<file path="config.mk">
export PLATFORM = sky130hd
export DESIGN_NAME = im_loader
export DESIGN_NICKNAME = d
export VERILOG_FILES = /design/src/rtl/im_loader.sv
export SDC_FILE = /design/constraint.sdc
export NUM_CORES = 1
export LEC_CHECK = 0
export BUFFER_PORTS_ARGS = -buffer_cell sky130_fd_sc_hd__buf_4
export CAP_MARGIN = 0
export CORE_MARGIN = 3
export CORE_UTILIZATION = 55
export CTS_CLUSTER_DIAMETER = 100
export DETAILED_ROUTE_END_ITERATION = 6
export HOLD_SLACK_MARGIN = 0.05
export PLACE_DENSITY = 0.8
export SYNTH_ARGS = -nofsm -noshare
export SYNTH_HDL_FRONTEND = slang
export SYNTH_SLANG_ARGS = --single-unit
</file>
<file path="constraint.sdc">
create_clock -name clk -period 3.3 [get_ports clk]
set_input_delay 0.165 -clock clk [delete_from_list [all_inputs] [get_ports clk]]
set_output_delay 0.165 -clock clk [all_outputs]
set_load 0.05 [all_outputs]
</file>
<file path="src/rtl/im_loader.sv">
//==============================================================================
// Module   : im_loader
// Purpose  : Boot-time programming controller for the instruction memory.
//            Takes a byte stream from the host link: a 16-bit big-endian
//            word count followed by that many 32-bit big-endian words. It
//            then issues one write cycle per word on the instruction-memory
//            write port. The CPU pipeline is held stalled while a load runs.
// Ports    : clk, rst            - clock (rising edge), async active-high reset
//            start               - pulse that begins a load (IDLE or ERR only)
//            rx_data/rx_valid    - host byte and its valid qualifier
//            rx_ready            - controller accepts a byte this cycle
//            im_add/im_data      - write word index (zero-extended) and word
//            im_en/im_rd_wr      - write strobe pair, high only in WRITE
//            cpu_stall/busy      - high whenever the controller is not IDLE
//            done                - one-cycle pulse on successful completion
//            err                 - held while in the error state
//            words_loaded        - words written in the current/last load
// Revision : 1.0 - initial release
//==============================================================================
`timescale 1ns/1ps
`default_nettype none

module im_loader #(
    parameter int DEPTH   = 128,
    parameter int CNT_W   = 8,
    parameter int TIMEOUT = 100000
) (
    input  logic             clk,
    input  logic             rst,
    input  logic             start,
    input  logic [7:0]       rx_data,
    input  logic             rx_valid,
    output logic             rx_ready,
    output logic [31:0]      im_add,
    output logic [31:0]      im_data,
    output logic             im_en,
    output logic             im_rd_wr,
    output logic             cpu_stall,
    output logic             busy,
    output logic             done,
    output logic             err,
    output logic [CNT_W-1:0] words_loaded
);

    localparam int TMO_W = $clog2(TIMEOUT + 1);

    localparam logic [2:0] S_IDLE   = 3'd0;
    localparam logic [2:0] S_LEN_HI = 3'd1;
    localparam logic [2:0] S_LEN_LO = 3'd2;
    localparam logic [2:0] S_BYTE   = 3'd3;
    localparam logic [2:0] S_WRITE  = 3'd4;
    localparam logic [2:0] S_DONE   = 3'd5;
    localparam logic [2:0] S_ERR    = 3'd6;

    logic [2:0]       state_q,  state_d;
    logic [15:0]      len_q,    len_d;
    logic [31:0]      data_q,   data_d;
    logic [1:0]       bidx_q,   bidx_d;
    logic [CNT_W-1:0] widx_q,   widx_d;
    logic [CNT_W-1:0] wcnt_q,   wcnt_d;
    logic [TMO_W-1:0] tmo_q,    tmo_d;

    logic             w_rx_open;
    logic             w_hs;
    logic [15:0]      w_len;
    logic [CNT_W-1:0] w_wcnt_inc;
    logic             w_last;

    // Byte acceptance depends on state only, so rx_ready never loops back
    // through rx_valid.
    assign w_rx_open  = (state_q == S_LEN_HI) || (state_q == S_LEN_LO) ||
                        (state_q == S_BYTE);
    assign w_hs       = w_rx_open && rx_valid;
    assign w_len      = {len_q[15:8], rx_data};
    assign w_wcnt_inc = wcnt_q + CNT_W'(1);
    assign w_last     = ({{(16-CNT_W){1'b0}}, w_wcnt_inc} == len_q);

    //--------------------------------------------------------------------------
    // State and datapath registers
    //--------------------------------------------------------------------------
    always_ff @(posedge clk or posedge rst) begin
        if (rst) begin
            state_q <= S_IDLE;
            len_q   <= '0;
            data_q  <= '0;
            bidx_q  <= '0;
            widx_q  <= '0;
            wcnt_q  <= '0;
            tmo_q   <= '0;
        end else begin
            state_q <= state_d;
            len_q   <= len_d;
            data_q  <= data_d;
            bidx_q  <= bidx_d;
            widx_q  <= widx_d;
            wcnt_q  <= wcnt_d;
            tmo_q   <= tmo_d;
        end
    end

    //--------------------------------------------------------------------------
    // Next-state logic
    //--------------------------------------------------------------------------
    always_comb begin
        state_d = state_q;
        len_d   = len_q;
        data_d  = data_q;
        bidx_d  = bidx_q;
        widx_d  = widx_q;
        wcnt_d  = wcnt_q;
        tmo_d   = tmo_q;

        case (state_q)
            S_IDLE: begin
                if (start) begin
                    state_d = S_LEN_HI;
                    wcnt_d  = '0;
                    widx_d  = '0;
                end
            end
            S_LEN_HI: begin
                if (w_hs) begin
                    len_d[15:8] = rx_data;
                    state_d     = S_LEN_LO;
                end
            end
            S_LEN_LO: begin
                if (w_hs) begin
                    len_d = w_len;
                    if (w_len == 16'd0) begin
                        state_d = S_DONE;
                    end else if (w_len > 16'(DEPTH)) begin
                        state_d = S_ERR;
                    end else begin
                        state_d = S_BYTE;
                        bidx_d  = 2'd0;
                    end
                end
            end
            S_BYTE: begin
                if (w_hs) begin
                    case (bidx_q)
                        2'd0:    data_d[31:24] = rx_data;
                        2'd1:    data_d[23:16] = rx_data;
                        2'd2:    data_d[15:8]  = rx_data;
                        default: data_d[7:0]   = rx_data;
                    endcase
                    bidx_d = bidx_q + 2'd1;
                    if (bidx_q == 2'd3) begin
                        state_d = S_WRITE;
                    end
                end
            end
            S_WRITE: begin
                wcnt_d = w_wcnt_inc;
                if (w_last) begin
                    // Index is left on the last word so it never reaches DEPTH.
                    state_d = S_DONE;
                end else begin
                    widx_d  = widx_q + CNT_W'(1);
                    state_d = S_BYTE;
                end
            end
            S_DONE: begin
                state_d = S_IDLE;
            end
            S_ERR: begin
                if (start) begin
                    state_d = S_LEN_HI;
                    wcnt_d  = '0;
                    widx_d  = '0;
                end
            end
            default: begin
                state_d = S_IDLE;
            end
        endcase

        // Idle watchdog on the receive states. A handshake always wins over
        // an expiring count; a partial word is simply abandoned.
        if (w_rx_open) begin
            if (w_hs) begin
                tmo_d = '0;
            end else if (tmo_q >= TMO_W'(TIMEOUT - 1)) begin
                state_d = S_ERR;
            end else begin
                tmo_d = tmo_q + TMO_W'(1);
            end
        end

        if (state_d != state_q) begin
            tmo_d = '0;
        end
    end

    //--------------------------------------------------------------------------
    // Output logic (decoded from registered state only)
    //--------------------------------------------------------------------------
    always_comb begin
        rx_ready     = w_rx_open;
        im_en        = (state_q == S_WRITE);
        im_rd_wr     = (state_q == S_WRITE);
        cpu_stall    = (state_q != S_IDLE);
        busy         = (state_q != S_IDLE);
        done         = (state_q == S_DONE);
        err          = (state_q == S_ERR);
        im_add       = {{(32-CNT_W){1'b0}}, widx_q};
        im_data      = data_q;
        words_loaded = wcnt_q;
    end

endmodule

`default_nettype wire

</file>
==> results by group, run 1 <==
Status
  • Outcome: finished clean

Global routing
  • Vias in the first global route: 3194
  • GRT overflow: 0
  • Tot GR Track Use: 21.77%
  • Largest net degree at the start of global routing: 65
  • Global-route wire length before repair: 15.49 mm
  • Initial antenna violation count: 0

Logic synthesis
  • Synth Flop Type: dfrtp_1
  • Register area share after synthesis: 48.40%
  • Post-synth EDFFs: 0
  • Synth cell types: 62
  • #FFs+latches synth: 86
  • Asr flop ratio synth: 100.0%
  • Synth Instances: 411
  • Synthesis Warnings: 0
  • Mapped cell area: 0.004447 mm^2
  • Avg Cell Area, Syn: about 11 um^2

Critical path
  • CP endpoint kind: flop
  • Critical Path Start Type: flop
  • Critical path type: flop to flop
  • Worst reg2reg startpoint: words_loaded[0]$_DFFE_PP0P_
  • CP startpoint: words_loaded[0]$_DFFE_PP0P_
  • Required time of the critical path: 3580 ps
  • Reg2Reg Setup Slack: 750 ps
  • CP arrival: 2830 ps
  • FF-to-FF End: widx_q[4]$_DFFE_PP0P_
  • Largest fanout on the critical path: 16
  • R2R depth: 8

Layout
  • Filler cell count: 646
  • Ratio of cells with drive above 1 in the final layout: 29.92%
  • Most frequent cells in the layout: 86 x dfrtp_1, 69 x buf_4, 46 x mux2_2
  • Fin nets: 492
  • N_diodes: 0
  • Commonest non-fill, non-tap cell in the layout: dfrtp_1
  • Area Growth Syn to Fin: 15.00%

Drt
  • ANT nets after route: 0
  • Post-DR vias/cell: about 5.7
  • Detailed Routing Iterations Pass 1: 4
  • DRC errors left: 0
  • Met2 WL post-DR: 4.258 mm
  • Routed wire length: 9.207 mm
  • Highest metal used: met4
  • Vias: 3317
  • Met1 WL: 4.292 mm
  • WL met3: 553 um
  • WL/cell: 15.87 um
  • Number of DRC markers in iteration 0: 192

STA
  • Final Hold Viols: 0
  • Endpoints failing setup: 0
  • RSZ-0062 raised after global routing: false
  • Period utilization: 77.18%
  • Setup TNS Final: 0 ps
  • Rel. slew slack: 26.05%
  • Clock Skews: between 10 and 15 ps
  • Worst Tran Pin Value: 1109 ps
  • Slew Viols, Final: 0
  • Tmin final: approximately 2500 ps
  • Min Hold Slack: roughly 28 ps
  • FMAX: 392.6 MHz

Die
  • Die Ht: 95.92 um
  • I/O pin total: 91
  • Core ar.: between 0.007 and 0.008 mm^2
  • Initial core utilization: between 50% and 60%
  • Die W: 95.92 um
  • Row cnt: 32
  • Die area: between 0.009 and 0.01 mm^2

Power
  • Total leakage power: 2.400 nW
  • Maximum VDD drop: 623.6 uV
  • P per Cell Area: approximately 940 mW/mm^2

Clock network
  • Clk root buf: clkbuf_8
  • Clk Latency, worst-skew pair: 370 ps
  • Post-CTS Setup Inserts: 0
  • Post-cts sizing count: 0
  • Clock Path Buffers: 2
  • CTS Buf Count: 9
  • Clk slew on worst S/H paths: 100 ps
  • CTS H-tree lvls: 3
  • CTS tree: done
  • CTS sink cnt: 86
  • Hold-fix buffers, CTS: 0

Run
  • Max_cap viols: 0

Place
  • Final Wtd Congestion: 0.7977
  • Detail Placement HPWL: 6.575 mm
  • Input/output buffers: 66

Hold path
  • Worst min path class: input pin to asynchronous set/reset pin
cell usage after synthesis (all sizes together) (6+ instances only):
cell / count / share of area [%]
a21oi: 12 / 1.4
o21ai: 22 / 2.5
inv: 8 / 0.68
dfrtp: 86 / 48
and3: 8 / 1.2
nand2: 30 / 2.5
clkbuf: 8 / 0.68
nand4: 12 / 1.7
nor3: 6 / 0.79
xor2: 18 / 3.5
ha: 7 / 2.0
o31ai: 6 / 1.0
and4: 7 / 1.4
nor4: 6 / 0.98
mux2: 49 / 12
buf: 33 / 5.4
nor2: 23 / 1.9
nand3: 20 / 2.3
flip-flops by register name, indices dropped and copies added, names as in the netlist:
register      count
bidx_q            2
state_q           3
im_data          32
words_loaded      8
widx_q            8
tmo_q            17
len_q            16
area by class of cell:
class / instances / area [um^2] / share of cell area, %
Timing Repair Buffer: 69 / 518.0 / 10.13
Inverter: 9 / 35.03 / 0.6851
Clock buffer: 9 / 123.9 / 2.422
Clock inverter: 7 / 73.82 / 1.444
Sequential cell: 86 / 2152 / 42.08
Multi-Input combinational cell: 298 / 2083 / 40.74
Tap cell: 102 / 127.6 / 2.496
metrics by stage:
| stage | instances | utilization, % | cell area, um^2 | worst slack, ps | total power [W] |
|---|---|---|---|---|---|
| 2_1_floorplan | 434 | - | 4533 | 733.6 | 0.003447 |
| 3_3_place_gp | 564 | 63.29 | 4916 | 861.2 | 0.003995 |
| 3_5_place_dp | 564 | 63.29 | 4916 | 798.4 | 0.004072 |
| 4_1_cts | 580 | 65.83 | 5114 | 773.9 | 0.004811 |
| 5_1_grt | 580 | 65.83 | 5114 | 594.2 | 0.005064 |
| 6_report | 580 | 65.83 | 5114 | 753.2 | 0.004783 |
power breakdown:
group	switching [W]	leakage (nW)	internal (W)	total, W
registers	0.000288	1.12	0.00140	0.00168
logic	0.00158	1.18	0.000792	0.00237
clock network	0.000432	0.101	0.000298	0.000731
worst max-delay path, stage by stage, from the launching register on:
cell and delay [ps]:
dfrtp_1 500, ha_1 330, and3_1 250, a221oi_1 250, mux2_2 220, nor4_2 50
buf_4 200, or4_1 480, a21oi_1 180
layer usage:
layer  global-route usage (%)  vias up
met1                    29.58     1644
li1                         -     1565
met5                        0        -
met3                    6.333       10
met4                    7.464        0
met2                    33.53       98
cell families after synthesis:
kind of cell,Yosys count,synth area share [%]
AOI/OAI and AO/OA,64,9.792
xor gates and xnor gates,23,4.530
adders and majority gates,7,1.970
buffers and inverters,50,6.837
DFF,86,48.40
muxes,51,12.86
other,1,0.08433
and+or+nand+nor,129,15.53
how the worst max path moves through the flow:
stage               slack, ps               endpoint  depth (start not counted)
global route              590  tmo_q[15]$_DFFE_PP0P_                          6
global placement          860  widx_q[3]$_DFFE_PP0P_                          8
detailed placement        800  widx_q[4]$_DFFE_PP0P_                          8
floorplan                 730  widx_q[3]$_DFFE_PP0P_                          8
CTS                       770  widx_q[4]$_DFFE_PP0P_                          8
finish                    750  widx_q[4]$_DFFE_PP0P_                          8
Note: power is estimated with default switching activity, not from simulation.
==> run 2, diff against run 1 <==
--- a/config.mk
+++ b/config.mk
@@ -5,14 +5,15 @@
 export SDC_FILE = /design/constraint.sdc
 export NUM_CORES = 1
 export LEC_CHECK = 0
+export ABC_AREA = 1
 export BUFFER_PORTS_ARGS = -buffer_cell sky130_fd_sc_hd__buf_4
 export CAP_MARGIN = 0
 export CORE_MARGIN = 3
-export CORE_UTILIZATION = 55
+export CORE_UTILIZATION = 50
 export CTS_CLUSTER_DIAMETER = 100
 export DETAILED_ROUTE_END_ITERATION = 6
 export HOLD_SLACK_MARGIN = 0.05
-export PLACE_DENSITY = 0.8
+export PLACE_DENSITY = 0.76
 export SYNTH_ARGS = -nofsm -noshare
 export SYNTH_HDL_FRONTEND = slang
 export SYNTH_SLANG_ARGS = --single-unit
==> constraint.sdc (replaced) <==
create_clock -name clk -period 2.27 [get_ports clk]
set_input_delay 0.1135 -clock clk [delete_from_list [all_inputs] [get_ports clk]]
set_output_delay 0.1135 -clock clk [all_outputs]
set_load 0.05 [all_outputs]
==> run 2 against run 1 <==
First-iteration DRC count up 7.8%. Largest cell class unchanged. Synthesized cell count up 41%. Die area up 14%. Clock-buffer cell count up 1. Non-clock buffer count up 3. Worst setup slack worse by 420 ps. Combinational power up 41%. Register-to-register slack worse by 420 ps. Clock power up 27%. Core utilization down 5.8 points. Worst hold slack better by 42 ps.
==> results by group, run 2 <==
Die
  • Initial core utilization: 52.24% (-5.0 points)
  • Core ar.: 0.008891 mm^2 (+14%)
  • Die W: 102.4 um (+6.7%)
  • Die Ht: 102.4 um (+6.7%)
  • Row cnt: 34 (+6.3%)
  • Die area: 0.01048 mm^2 (+14%)
  • I/O pin total: 91 (unchanged)

Critical path
  • Required time of the critical path: 2560 ps (-1020 ps)
  • CP endpoint kind: flop
  • CP arrival: 2220 ps (-610 ps)
  • Critical path type: flop to flop
  • Largest fanout on the critical path: 10 (-6)
  • Critical Path Start Type: flop

Logic synthesis
  • Largest cells by area after synthesis: dfrtp_1 46%, nand2_1 13%, o21ai_0 6.7%
  • #FFs+latches synth: 86 (unchanged)
  • Synth Instances: 581 (+41%)
  • Asr flop ratio synth: 100.0% (unchanged)
  • Count leader, synth: nand2_1
  • Area leader, netlist: dfrtp_1
  • Most frequent cells after synthesis: 158 x nand2_1, 86 x dfrtp_1, 62 x inv_1, 62 x o21ai_0, 43 x nand3_1
  • Register area share after synthesis: 46.34% (-2.1 points)
  • Avg Cell Area, Syn: 7.994 um^2 (-26%)
  • Synth top area share: 46.34% (-2.1 points)
  • Synthesis Warnings: 0 (unchanged)
  • Synth Flop Type: dfrtp_1
  • Mapped cell area: 0.004644 mm^2 (+4.4%)
  • Post-synth EDFFs: 0 (unchanged)
  • Synth cell types: 36 (-42%)

Drt
  • Detailed Routing Iterations Pass 1: 6 (+2)
  • Routed wire length: 10.31 mm (+12%)
  • ANT nets after route: 0 (unchanged)
  • Vias: 3970 (+20%)
  • Highest metal used: met4
  • Number of DRC markers in iteration 0: 207 (+7.8%)
  • WL/cell: 13.55 um (-15%)
  • Met2 WL post-DR: 4.799 mm (+13%)
  • Post-DR vias/cell: 5.217 (-8.8%)
  • DRC errors left: 0 (unchanged)
  • WL met3: 686 um (+24%)
  • Met1 WL: 4.709 mm (+9.7%)

Power
  • Switch Pwr: 0.003287 W (+43%)
  • P per Cell Area: 1243 mW/mm^2 (+33%)
  • Logic pwr share: 50.2% (+0.7 points)
  • Switching portion of total power: 49.53% (+1.5 points)
  • Tot Pwr: 0.006637 W (+39%)
  • Part of the power in registers: 35.8% (+0.6 points)
  • Total leakage power: 2.651 nW (+10%)
  • Internal Power: 0.003350 W (+35%)
  • Maximum VDD drop: 940.1 uV (+51%)
  • Clock power share: 14.0% (-1.3 points)

STA
  • Period utilization: 85.22% (+8.0 points)
  • Slew Viols, Final: 0 (unchanged)
  • Clock Skews: 8.537 ps (-4.344 ps)
  • Rel. slew slack: 63.67% (+38 points)
  • Final Hold Viols: 0 (unchanged)
  • Final WS setup: 335.4 ps (-417.7 ps)
  • Tmin final: 1935 ps (-612.3 ps)
  • Worst Tran Pin Value: 543.4 ps (-565.8 ps)
  • Setup TNS Final: 0 ps (unchanged)
  • RSZ-0062 raised after global routing: false
  • Min Hold Slack: 69.95 ps (+41.56 ps)
  • Endpoints failing setup: 0 (unchanged)
  • FMAX: 516.9 MHz (+32%)

Global routing
  • Tot GR Track Use: 20.61% (-1.2 points)
  • Vias in the first global route: 3539 (+11%)
  • GRT overflow: 0 (unchanged)
  • Global-route wire length before repair: 16.96 mm (+9.5%)
  • Largest net degree at the start of global routing: 87 (+34%)
  • Initial antenna violation count: 0 (unchanged)

Clock network
  • CTS H-tree lvls: 3 (unchanged)
  • CTS Buf Count: 9 (unchanged)
  • Clk Latency, worst-skew pair: 350 ps (-20 ps)
  • CTS tree: done
  • Clk slew on worst S/H paths: 80 ps (-20 ps)
  • Clk root buf: clkbuf_8
  • Clock Path Buffers: 2 (unchanged)
  • CTS sink cnt: 86 (unchanged)

Layout
  • Fin nets: 669 (+36%)
  • Most frequent cells in the layout: 158 x nand2_1, 86 x dfrtp_1, 70 x buf_4
  • Filler cell count: 772 (+20%)
  • Ratio of cells with drive above 1 in the final layout: 17.76% (-12 points)
  • N_diodes: 0 (unchanged)
  • Area Growth Syn to Fin: 14.92% (about the same)
  • Commonest non-fill, non-tap cell in the layout: nand2_1
  • Max reg flops: 32 (unchanged)

Place
  • Detail Placement HPWL: 7.534 mm (+15%)
  • Final Wtd Congestion: 0.8570 (+7.4%)
  • Input/output buffers: 66 (unchanged)
  • Post-Place Worst Slack: 352.6 ps (-445.9 ps)

Hold path
  • Worst min path class: input pin to flop

Status
  • Outcome: finished clean

Run
  • Max_cap viols: 0 (unchanged)
[run 2: cell type report]
class,count,area [um^2],area share [%]
Clock inverter,4,25.02,0.4688
Multi-Input combinational cell,416,2085,39.05
Tap cell,108,135.1,2.532
Clock buffer,10,137.6,2.579
Timing Repair Buffer,72,555.5,10.41
Sequential cell,86,2152,40.32
Inverter,65,247.7,4.641
[run 2: cell families (layout without fill, tap and decap cells)]
kind of cell | count (synthesis) | after routing | share of synthesized area (%)
AND/OR/NAND/NOR | 286 | 286 | 28.42
buffers and inverters | 102 | 151 | 10.64
AO/OA/AOI/OAI | 88 | 88 | 10.56
flip-flops | 86 | 86 | 46.34
XOR/XNOR | 11 | 11 | 2.075
adder cells (fa/ha/maj) | 7 | 7 | 1.886
other | 1 | 24 | 0.08074
[run 2: per-stage QoR]
step                instance area [um^2]  util (%)  cells
detailed placement                  5165     58.09    746
global placement                    5165     58.09    746
global route                        5338     60.03    761
finish                              5338     60.03    761
CTS                                 5338     60.03    761
floorplan                           4735         -    604
[run 2: final timing paths]
kind,slack (ps),depth (start not counted),start,end
max in group asynchronous,1470,4,rst,len_q[6]$_DFFE_PP0P_
hold / removal,70,3,rx_valid,bidx_q[1]$_DFFE_PP0P_
min in group asynchronous,430,4,rst,im_data[30]$_DFFE_PP0P_
setup reg to reg,340,11,words_loaded[0]$_DFFE_PP0P_,widx_q[4]$_DFFE_PP0P_
setup / recovery,340,11,words_loaded[0]$_DFFE_PP0P_,widx_q[4]$_DFFE_PP0P_
hold reg to reg,490,2,im_data[23]$_DFFE_PP0P_,im_data[23]$_DFFE_PP0P_
[run 2: power by group through the flow]
stage | combinational (W) | sequential (W) | clock [W]
2_1_floorplan | 0.00161 | 0.00325 | 0
3_3_place_gp | 0.00327 | 0.00238 | 0
3_5_place_dp | 0.00335 | 0.00240 | 0
4_1_cts | 0.00335 | 0.00237 | 0.000953
5_1_grt | 0.00363 | 0.00244 | 0.00102
6_report | 0.00333 | 0.00237 | 0.000931
[run 2: what timing repair did]
item,CTS,global route
hold buffers,1,0
resized for setup,0,0
endpoints found under the hold margin,86,0
buffers inserted,0,0
[run 2: critical path, cell delays in order, from the launching register on]
cell,delay (ps)
dfrtp_1,450
ha_1,290
nand3_2,130
nand2_1,110
nand2_1,80
nand2_1,70
nand3_1,120
nor2_4,160
nand4_4,170
nand2_4,150
nand2_1,70
nand2_1,60
[run 2: layer usage]
metal | vias up | GRT usage [%]
li1 | 1969 | -
met1 | 1872 | 28.08
met2 | 121 | 32.43
met3 | 8 | 5.256
met4 | 0 | 6.660
met5 | - | 0
==> run 3, diff against run 2 <==
--- a/config.mk
+++ b/config.mk
@@ -13,7 +13,7 @@
 export CTS_CLUSTER_DIAMETER = 100
 export DETAILED_ROUTE_END_ITERATION = 6
 export HOLD_SLACK_MARGIN = 0.05
-export PLACE_DENSITY = 0.76
+export PLACE_DENSITY = 0.79
 export SYNTH_ARGS = -nofsm -noshare
 export SYNTH_HDL_FRONTEND = slang
 export SYNTH_SLANG_ARGS = --single-unit
==> run 3 against run 2 <==
Flip-flop and latch count is the same. Sequential power is essentially flat. Clock-buffer cell count is the same. Clock power grew 8%. Global-route usage grew 0.72 points. Critical path type unchanged. Worst hold slack gained 3.8 ps. Design area grew 0.12%. Fmax shrank 1.7%. Via count grew 1.4%. Worst setup slack lost 33 ps. Largest power group unchanged.
==> results by group, run 3 (synthesis results as in run 2) <==
Status
  • Outcome: finished clean

Die
  • I/O pin total: 91 (unchanged)
  • Die area: 0.01048 mm^2 (unchanged)
  • Die Ht: 102.4 um (unchanged)
  • Initial core utilization: 52.24% (unchanged)
  • Core ar.: 0.008891 mm^2 (unchanged)
  • Row cnt: 34 (unchanged)
  • Die W: 102.4 um (unchanged)

STA
  • Endpoints failing setup: 0 (unchanged)
  • Slew Viols, Final: 0 (unchanged)
  • Setup TNS Final: 0 ps (unchanged)
  • Worst Tran Pin Value: 548.1 ps (+4.640 ps)
  • Tmin final: 1968 ps (+33.04 ps)
  • FMAX: 508.2 MHz (-1.7%)
  • Rel. slew slack: 63.37% (-0.30 points)
  • RSZ-0062 raised after global routing: false
  • Clock Skews: 8.194 ps (-0.3438 ps)
  • Final Hold Viols: 0 (unchanged)
  • Period utilization: 86.68% (+1.5 points)

Clock network
  • CTS H-tree lvls: 3 (unchanged)
  • CTS tree: done
  • Clk slew on worst S/H paths: 90 ps (about the same)
  • Post-cts sizing count: 0 (unchanged)
  • CTS Buf Count: 9 (unchanged)
  • CTS sink cnt: 86 (unchanged)
  • Clk Latency, worst-skew pair: 350 ps (about the same)
  • Clk root buf: clkbuf_8
  • Clock Path Buffers: 2 (unchanged)

Critical path
  • Worst Setup EP: widx_q[1]$_DFFE_PP0P_
  • R2R depth: 13 (+2)
  • Critical Path Start Type: flop
  • CP arrival: 2260 ps (+40 ps)
  • FF-to-FF End: widx_q[1]$_DFFE_PP0P_
  • CP startpoint: words_loaded[0]$_DFFE_PP0P_
  • Critical path type: flop to flop
  • Largest fanout on the critical path: 10 (unchanged)
  • Worst reg2reg startpoint: words_loaded[0]$_DFFE_PP0P_
  • Required time of the critical path: 2560 ps (about the same)
  • Reg2Reg Setup Slack: 300 ps (-30 ps)
  • CP endpoint kind: flop

Layout
  • Commonest non-fill, non-tap cell in the layout: nand2_1
  • Max reg flops: 32 (unchanged)
  • Area Growth Syn to Fin: 15.06%
  • Ratio of cells with drive above 1 in the final layout: 17.76% (unchanged)
  • N_diodes: 0 (unchanged)
  • Post-Layout Cell Count: 761 (unchanged)
  • Area of the multi-input gates: 0.002085 mm^2 (unchanged)
  • Fin nets: 667 (-0.30%)
  • Sequential Area: 0.002152 mm^2 (unchanged)
  • Most frequent cells in the layout: 158 x nand2_1, 86 x dfrtp_1, 68 x buf_4
  • Filler cell count: 775 (+0.39%)

Run
  • Max_cap viols: 0 (unchanged)

Drt
  • WL/cell: 14.07 um (+3.9%)
  • DRC errors left: 0 (unchanged)
  • ANT nets after route: 0 (unchanged)
  • Vias: 4027 (+1.4%)
  • Detailed Routing Iterations Pass 1: 5 (-1)
  • Number of DRC markers in iteration 0: 220 (+6.3%)
  • Routed wire length: 10.71 mm (+3.9%)
  • Post-DR vias/cell: 5.292 (+1.4%)

Hold path
  • Worst min path class: input pin to flop

Place
  • Input/output buffers: 66 (unchanged)
  • Post-placement cell count: 744 (-0.27%)
  • Detail Placement HPWL: 7.735 mm (+2.7%)
  • Final Wtd Congestion: 0.9361 (+9.2%)

Power
  • Total leakage power: 2.650 nW (about the same)
  • Maximum VDD drop: 1090 uV (+16%)
  • P per Cell Area: 1260 mW/mm^2 (+1.4%)

Global routing
  • Tot GR Track Use: 21.34% (+0.72 points)
  • Vias in the first global route: 3656 (+3.3%)
  • Initial antenna violation count: 0 (unchanged)
  • Largest net degree at the start of global routing: 87 (unchanged)
  • GRT overflow: 0 (unchanged)
  • Global-route wire length before repair: 17.74 mm (+4.6%)
-- run 3: cell types whose count changed in the layout (fill, tap and decap cells not counted) --
cell / delta
inv_6: +1
clkinv_4: +2
clkinv_2: -1
buf_4: -2
-- run 3: power breakdown --
group,switching (W),internal [W]
Combinational,0.00242,0.000923
Clock,0.000577,0.000433
Sequential,0.000380,0.00200
Total,0.00338,0.00336
-- run 3: repair_timing --
item / in CTS / in global routing
setup buffers: 0 / 0
hold endpoints to repair: 86 / 0
hold buffers: 1 / 0
-- run 3: worst min-delay path by stage --
| stage | startpoint | to | slack, ps | cells after the start |
|---|---|---|---|---|
| finish | start | tmo_q[9]$_DFFE_PP0P_ | 70 | 4 |
| global route | start | tmo_q[9]$_DFFE_PP0P_ | 80 | 4 |
| CTS | start | tmo_q[9]$_DFFE_PP0P_ | 60 | 4 |
| detailed placement | rst | im_data[24]$_DFFE_PP0P_ | 290 | 3 |
| global placement | rst | im_data[24]$_DFFE_PP0P_ | 280 | 3 |
| floorplan | rx_valid | bidx_q[1]$_DFFE_PP0P_ | 270 | 2 |
-- run 3: worst max-delay path: stages, from the launching register on --
cell and delay (ps):
dfrtp_1 450, ha_1 330, inv_1 60, nand2_1 60, nand2_1 50, nor2_1 100
nand2_1 60, nor2_1 120, nand3_2 100, nor2_4 130, nand4_4 180, nand2_4 160
nand2_1 60, nand2_1 70
-- run 3: stage by stage --
step	hold slack, ps	area, um^2	util [%]	total power (W)	setup slack [ps]
floorplan	265.7	4735	-	0.004860	168.0
global placement	276.9	5150	57.92	0.005632	435.0
detailed placement	285.6	5150	57.92	0.005740	329.3
CTS	62.56	5344	60.10	0.006764	295.8
global route	84.27	5344	60.10	0.007186	67.34
finish	73.78	5344	60.10	0.006735	302.4
-- run 3: cell type report --
cell class	instances	area share [%]
clock buffers	10	2.576
clock inverters	6	0.8663
inverters	65	4.636
multi-input cells	416	39.01
flip-flops and latches	86	40.27
well taps	108	2.529
repair buffers	70	10.11
-- run 3: routing by layer --
metal | wire, um | GRT usage, %
met5 | 0 | 0
met4 | 129 | 6.256
met3 | 578 | 4.369
met2 | 5042 | 33.98
met1 | 4957 | 29.64
